### config.mk
export PLATFORM = sky130hd
export DESIGN_NAME = neuron_sequencer
export DESIGN_NICKNAME = d
export VERILOG_FILES = /design/src/rtl/neuron_sequencer.sv
export SDC_FILE = /design/constraint.sdc
export NUM_CORES = 1
export LEC_CHECK = 0
export ABC_AREA = 0
export ABC_CLOCK_PERIOD_IN_PS = 2600
export CORE_ASPECT_RATIO = 0.75
export CORE_MARGIN = 1
export CORE_UTILIZATION = 34
export DETAILED_ROUTE_END_ITERATION = 10
export GPL_TIMING_DRIVEN = 0
export PLACE_DENSITY = 0.62
export SYNTH_ARGS = -nofsm -noshare
export SYNTH_HDL_FRONTEND = slang
export SYNTH_SLANG_ARGS = --single-unit
### constraint.sdc
create_clock -name iCLK -period 2.6 [get_ports iCLK]
set_input_delay 0.52 -clock iCLK [delete_from_list [all_inputs] [get_ports iCLK]]
set_output_delay 0.52 -clock iCLK [all_outputs]
set_load 0.05 [all_outputs]
### src/rtl/neuron_sequencer.sv
// neuron_sequencer: walks the input/weight RAMs for one neuron, tracks the
// items travelling through the fixed-latency convert+multiply pipeline and
// produces the result-buffer write strobe/address at the pipeline output.
//
// Handshake: there is no back-pressure anywhere. A read issued in a cycle
// (oRD_EN=1, oRD_ADDR=k) produces a product whose write (oWR_EN=1,
// oWR_ADDR=k) appears exactly RD_LAT+PIPE_LAT cycles later; iSTART is only a
// request and is looked at only while the sequencer is idle.
module neuron_sequencer #(
  parameter int N_INPUTS = 2,
  parameter int RD_LAT   = 1,
  parameter int PIPE_LAT = 11,
  localparam int IDX_W   = (N_INPUTS > 1) ? $clog2(N_INPUTS) : 1
) (
  input  logic             iCLK,
  input  logic             iRST,
  input  logic             iSTART,
  output logic             oBUSY,
  output logic             oDONE,
  output logic             oRD_EN,
  output logic [IDX_W-1:0] oRD_ADDR,
  output logic             oWR_EN,
  output logic [IDX_W-1:0] oWR_ADDR,
  output logic [1:0]       oDBG_STATE
);

  // Total read-to-write latency: RAM read plus convert+multiply.
  localparam int D = RD_LAT + PIPE_LAT;
  localparam logic [IDX_W-1:0] LAST_IDX = IDX_W'(N_INPUTS - 1);

  typedef enum logic [1:0] {
    S_IDLE  = 2'd0,
    S_ISSUE = 2'd1,
    S_DRAIN = 2'd2,
    S_DONE  = 2'd3
  } state_t;

  state_t           state_q, state_d;
  logic [IDX_W-1:0] idx_q, idx_d;

  // Delay line {valid, index}; the last stage drives oWR_EN/oWR_ADDR.
  logic [D-1:0]     vld_q, vld_d;
  logic [IDX_W-1:0] adr_q [D];
  logic [IDX_W-1:0] adr_d [D];

  logic             rd_en;
  logic [IDX_W-1:0] rd_addr;
  logic             pending;

  // Any valid item still upstream of the tail stage. When this is clear in
  // DRAIN, the tail write (if any) is happening now and the line will be
  // empty next cycle, so DONE can follow immediately.
  always_comb begin
    pending = 1'b0;
    for (int i = 0; i < D - 1; i++) begin
      pending = pending | vld_q[i];
    end
  end

  // FSM next-state and read-side outputs.
  always_comb begin
    state_d = state_q;
    idx_d   = idx_q;
    rd_en   = 1'b0;
    rd_addr = '0;
    case (state_q)
      S_IDLE: begin
        if (iSTART) begin
          state_d = S_ISSUE;
          idx_d   = '0;
        end
      end
      S_ISSUE: begin
        rd_en   = 1'b1;
        rd_addr = idx_q;
        if (idx_q == LAST_IDX) begin
          state_d = S_DRAIN;
        end else begin
          idx_d = idx_q + IDX_W'(1);
        end
      end
      S_DRAIN: begin
        if (!pending) begin
          state_d = S_DONE;
        end
      end
      S_DONE: begin
        state_d = S_IDLE;
      end
      default: begin
        state_d = S_IDLE;
      end
    endcase
  end

  // Delay-line shift: head takes this cycle's read, others move one stage on.
  always_comb begin
    vld_d[0] = rd_en;
    adr_d[0] = rd_addr;
    for (int i = 1; i < D; i++) begin
      vld_d[i] = vld_q[i-1];
      adr_d[i] = adr_q[i-1];
    end
  end

  // State, index and delay-line registers; reset also drops in-flight items.
  always_ff @(posedge iCLK) begin
    if (iRST) begin
      state_q <= S_IDLE;
      idx_q   <= '0;
      vld_q   <= '0;
      for (int i = 0; i < D; i++) begin
        adr_q[i] <= '0;
      end
    end else begin
      state_q <= state_d;
      idx_q   <= idx_d;
      vld_q   <= vld_d;
      for (int i = 0; i < D; i++) begin
        adr_q[i] <= adr_d[i];
      end
    end
  end

  assign oBUSY      = (state_q != S_IDLE);
  assign oDONE      = (state_q == S_DONE);
  assign oRD_EN     = rd_en;
  assign oRD_ADDR   = rd_addr;
  assign oWR_EN     = vld_q[D-1];
  assign oWR_ADDR   = adr_q[D-1];
  assign oDBG_STATE = state_q;

endmodule

=== Word level (Yosys, flattened, before mapping) ===
Memories as Yosys holds them, arrays and structs flattened.
Cells that the tools add are included.

* Bits in registers: 15
* Memory bits (writable): 12
* Input bits: 3
* Memories: 1

* Add/subtract/negate cells: 1
* Equality and inequality tests: 6
* Multiplexer cells: 24
* Bitwise gates (word level): 22
* Reductions and logical operators: 5

{| class="wikitable"
|+ Memories
! name !! words !! width !! rd ports !! clocked after memory_dff !! wr ports !! line !! source
|-
| adr_q || 12 || 1 || 12 || 0 || 12 || 43 || <nowiki>logic [IDX_W-1:0] adr_q [D];</nowiki>
|}

{| class="wikitable"
|+ Operators with widths
! operator !! number
|-
| 1-bit bitwise OR || 22
|-
| 1-bit two-way mux || 19
|-
| 2-bit case mux with 4 select lines || 1
|-
| 2-bit two-way mux || 3
|-
| 2-bit != test (second input constant) || 3
|-
| 2-bit == test (second input constant) || 2
|-
| 2-bit nonzero test || 2
|-
| 3-bit AND reduction || 1
|-
| 2-bit by 1-bit == test with 1-bit output (second input constant) || 1
|-
| 2-bit zero test || 1
|-
| 1-bit case mux with 2 select lines || 1
|-
| 2-bit AND reduction || 1
|-
| 1-bit adder (second input constant) || 1
|}

=== Logic depth before layout (Yosys ltp) ===
* Depth in word-level cells: 12
* Gate-level depth with buffers: 6
* Gate-level depth less buffers: 6

=== Worst setup path after synthesis ===
No wires, ideal clock.

* Path kind: reg-to-output
* From: register state_q[0], in the netlist oDBG_STATE[0]
* To: output oRD_ADDR
* Arrival: 1.811 ns
* Slack: 0.269 ns
* Stages on the path, launching flop included: 3
* Buffers on the path: 0
* Cell sequence: dfxtp_1 > ha_1 > and2_1

* Longest elaborated chain between the ends: 2

{| class="wikitable"
|+ RTL lines
! element !! line !! source
|-
| start: declaration || 38 || <nowiki>state_t state_q, state_d;</nowiki>
|-
| start signal: assignment || 116 || <nowiki>state_q <= state_d;</nowiki>
|-
| 2-bit by 1-bit == test with 1-bit output || 66 || <nowiki>case (state_q)</nowiki>
|-
| 1-bit two-way mux || 66 ||
|-
| end: declaration || 21 || <nowiki>output logic [IDX_W-1:0] oRD_ADDR,</nowiki>
|}

No other way between the ends.

=== Worst setup path after layout ===
Ends and elaborated chain as after synthesis.

==> results.tsv <==
metric	value	unit
vias	532	
nNetsFinal	100	
place_area	1020	µm²
finalSetupViolations	0	
wl_per_cell	9.37	µm
cts.sinks	27	
synth.most_common_cell	dfxtp_1	
hold_viol	0	
via_per_inst	4.22	
ys_warn_count	0	
reg2reg_depth	6	
final_cell_area	1050	µm²
synth_nets	85	
drt_first_iter_violations	10	
die_w	60.8	µm
route.detailed.drc	0	
multi_input_area	318	µm²
critPathCaptureType	output pin	
core-area	2380	µm²
syn-cell-area	882	µm²
synth_top_area_share	0.613	
rsz0062_at_grt	no	
portBuffers	10	
clk_pin_slew	0.14	ns
finalSetupTns	0	ns
htree_levels	1	
grt_max_degree	17	
synth_edf_count	0	
drv_slew	0	
rows	15	
ys_seq_elements	27	
avgSynthCellArea	11.3	µm²
async_flop_share	0	
crit_fanout	5	
slowest_delay	0.80	ns
synth_largest_area_cell	dfxtp_1	
synthTopCellsByArea	dfxtp_1 61%, nor2b_1 16%, ha_1 5.7%, nand2b_1 2.8%, nor4_2 2.8%	
hold_ws	0.450	ns
synthCells	78	
routed_wl	1180	µm
grt_pass1_wl	1930	µm
pin_count	11	
ys_seq_area_frac	0.613	
antenna_found_initial	0	
crit_type	flop to output pin	
postCtsSetupBuffers	0	
slew_headroom	0.669	
clock-root-buffer	clkbuf_4	
ir_drop	0.575	mV
grt_pass1_vias	443	
clk_latency	0.32	ns
fin_crit	2.48	ns
crit_slowest_cell	clkdlybuf4s50_1	
hold_buffers	0	
power.leakage	0.420	nW
ctsResizeCount	0	
dieArea	2800	µm²
place_hpwl	878	µm
startpoint_type	flop	
drv_cap	0	
hp-class	flop to flop	
crit_arrival	1.96	ns
gp_congestion	0.732	
synth_flop_cell	dfxtp_1	
cts_buffer_depth	2	
drive_gt1_frac	0.0870	
overflow	0	
regArea	541	µm²
fmax	404	MHz
fillers	235	
ys_top_cells_by_count	27 x dfxtp_1, 22 x nor2b_1, 4 x ha_1, 4 x inv_1, 4 x nand2b_1	
clock_skew	0.00696	ns
worstMarginPinSlew	0.495	ns
grt_use_total	0.0996	
start_util	0.370	
antenna_cells	0	
cp.required	2.08	ns
worstPathCellList	ha_1 > and2_1 > clkdlybuf4s50_1	
power_density	955	nW/µm²
status	finished, final reports clean	
post-route-period-util	0.952	
ant_nets	0	
cts_made_buffers	3	
synth_cell_types	19	
cts_tree	done	
syn_to_final_growth	19.6	%
firstDrtPassIters	2	
whs_path_depth	1	
die_h	46.1	µm
==> registers in the layout, indices dropped and copies added, names as in the netlist <==
signal	count
oDBG_STATE	2
adr_q	12
vld_q	12
idx_q	1
==> critical path, delay by kind of cell, from the launching register on <==
family	cells	cell delay (ns)
adder cells (fa/ha/maj)	1	0.25
flip-flops	1	0.43
buffers and inverters	1	0.80
AND/OR/NAND/NOR	1	0.16
==> power breakdown <==
group,switching (W),internal [W]
clock network,0.000120,0.0000588
registers,0.0000254,0.000442
logic,0.000229,0.000131
total,0.000375,0.000632
==> through the flow <==
stage	utilization	instances	total power, W	worst slack [ns]
floorplan	-	78	0.000738	0.269
global placement	0.430	122	0.000836	0.475
detailed placement	0.430	122	0.000838	0.495
CTS	0.443	126	0.00102	0.0967
global route	0.443	126	0.00107	0.00207
finish	0.443	126	0.00101	0.125
==> cell usage in the layout (no fill, tap or decap), drive strengths merged, types with 2 or more instances in the layout <==
cell type,netlist,final
nand2b,4,4
dfxtp,27,27
clkdlybuf4s50,0,10
nor2,2,2
inv,4,4
clkbuf,2,5
nor4,2,2
ha,4,4
nor2b,22,22
a21oi,3,3
==> layer usage <==
metal | share of wire | up-vias | global-route usage
met5 | 0 | - | 0
met4 | 0 | 0 | 0.0273
met3 | 0.039 | 0 | 0.0506
met2 | 0.42 | 9 | 0.147
met1 | 0.54 | 248 | 0.128
li1 | - | 275 | -
==> logic make-up after synthesis <==
kind of cell,Yosys count,share of synthesized area
multiplexers,1,0.0113
AO/OA/AOI/OAI,5,0.0397
buffers and inverters,6,0.0269
AND/OR/NAND/NOR,35,0.252
adder cells (fa/ha/maj),4,0.0567
flip-flops,27,0.613
==> layout make-up <==
cell class / count / area share
Sequential cell: 27 / 0.512
Multi-Input combinational cell: 45 / 0.301
Timing Repair Buffer: 10 / 0.0949
Tap cell: 34 / 0.0403
Clock buffer: 3 / 0.0214
Inverter: 4 / 0.0142
Buffer: 2 / 0.00830
Clock inverter: 1 / 0.00712
==> final timing paths <==
kind,to,slack [ns],startpoint
worst min register to register,adr_q[1][3]$_SDFF_PP0_,0.45,adr_q[1][2]$_SDFF_PP0_
worst max register to register,oDBG_STATE[1]$_SDFFE_PP0P_,1.24,oDBG_STATE[0]$_SDFFE_PP0P_
worst max-delay path,oRD_ADDR,0.12,oDBG_STATE[0]$_SDFFE_PP0P_
worst min-delay path,adr_q[1][3]$_SDFF_PP0_,0.45,adr_q[1][2]$_SDFF_PP0_
No activity file was read; power rests on OpenSTA's default activity.
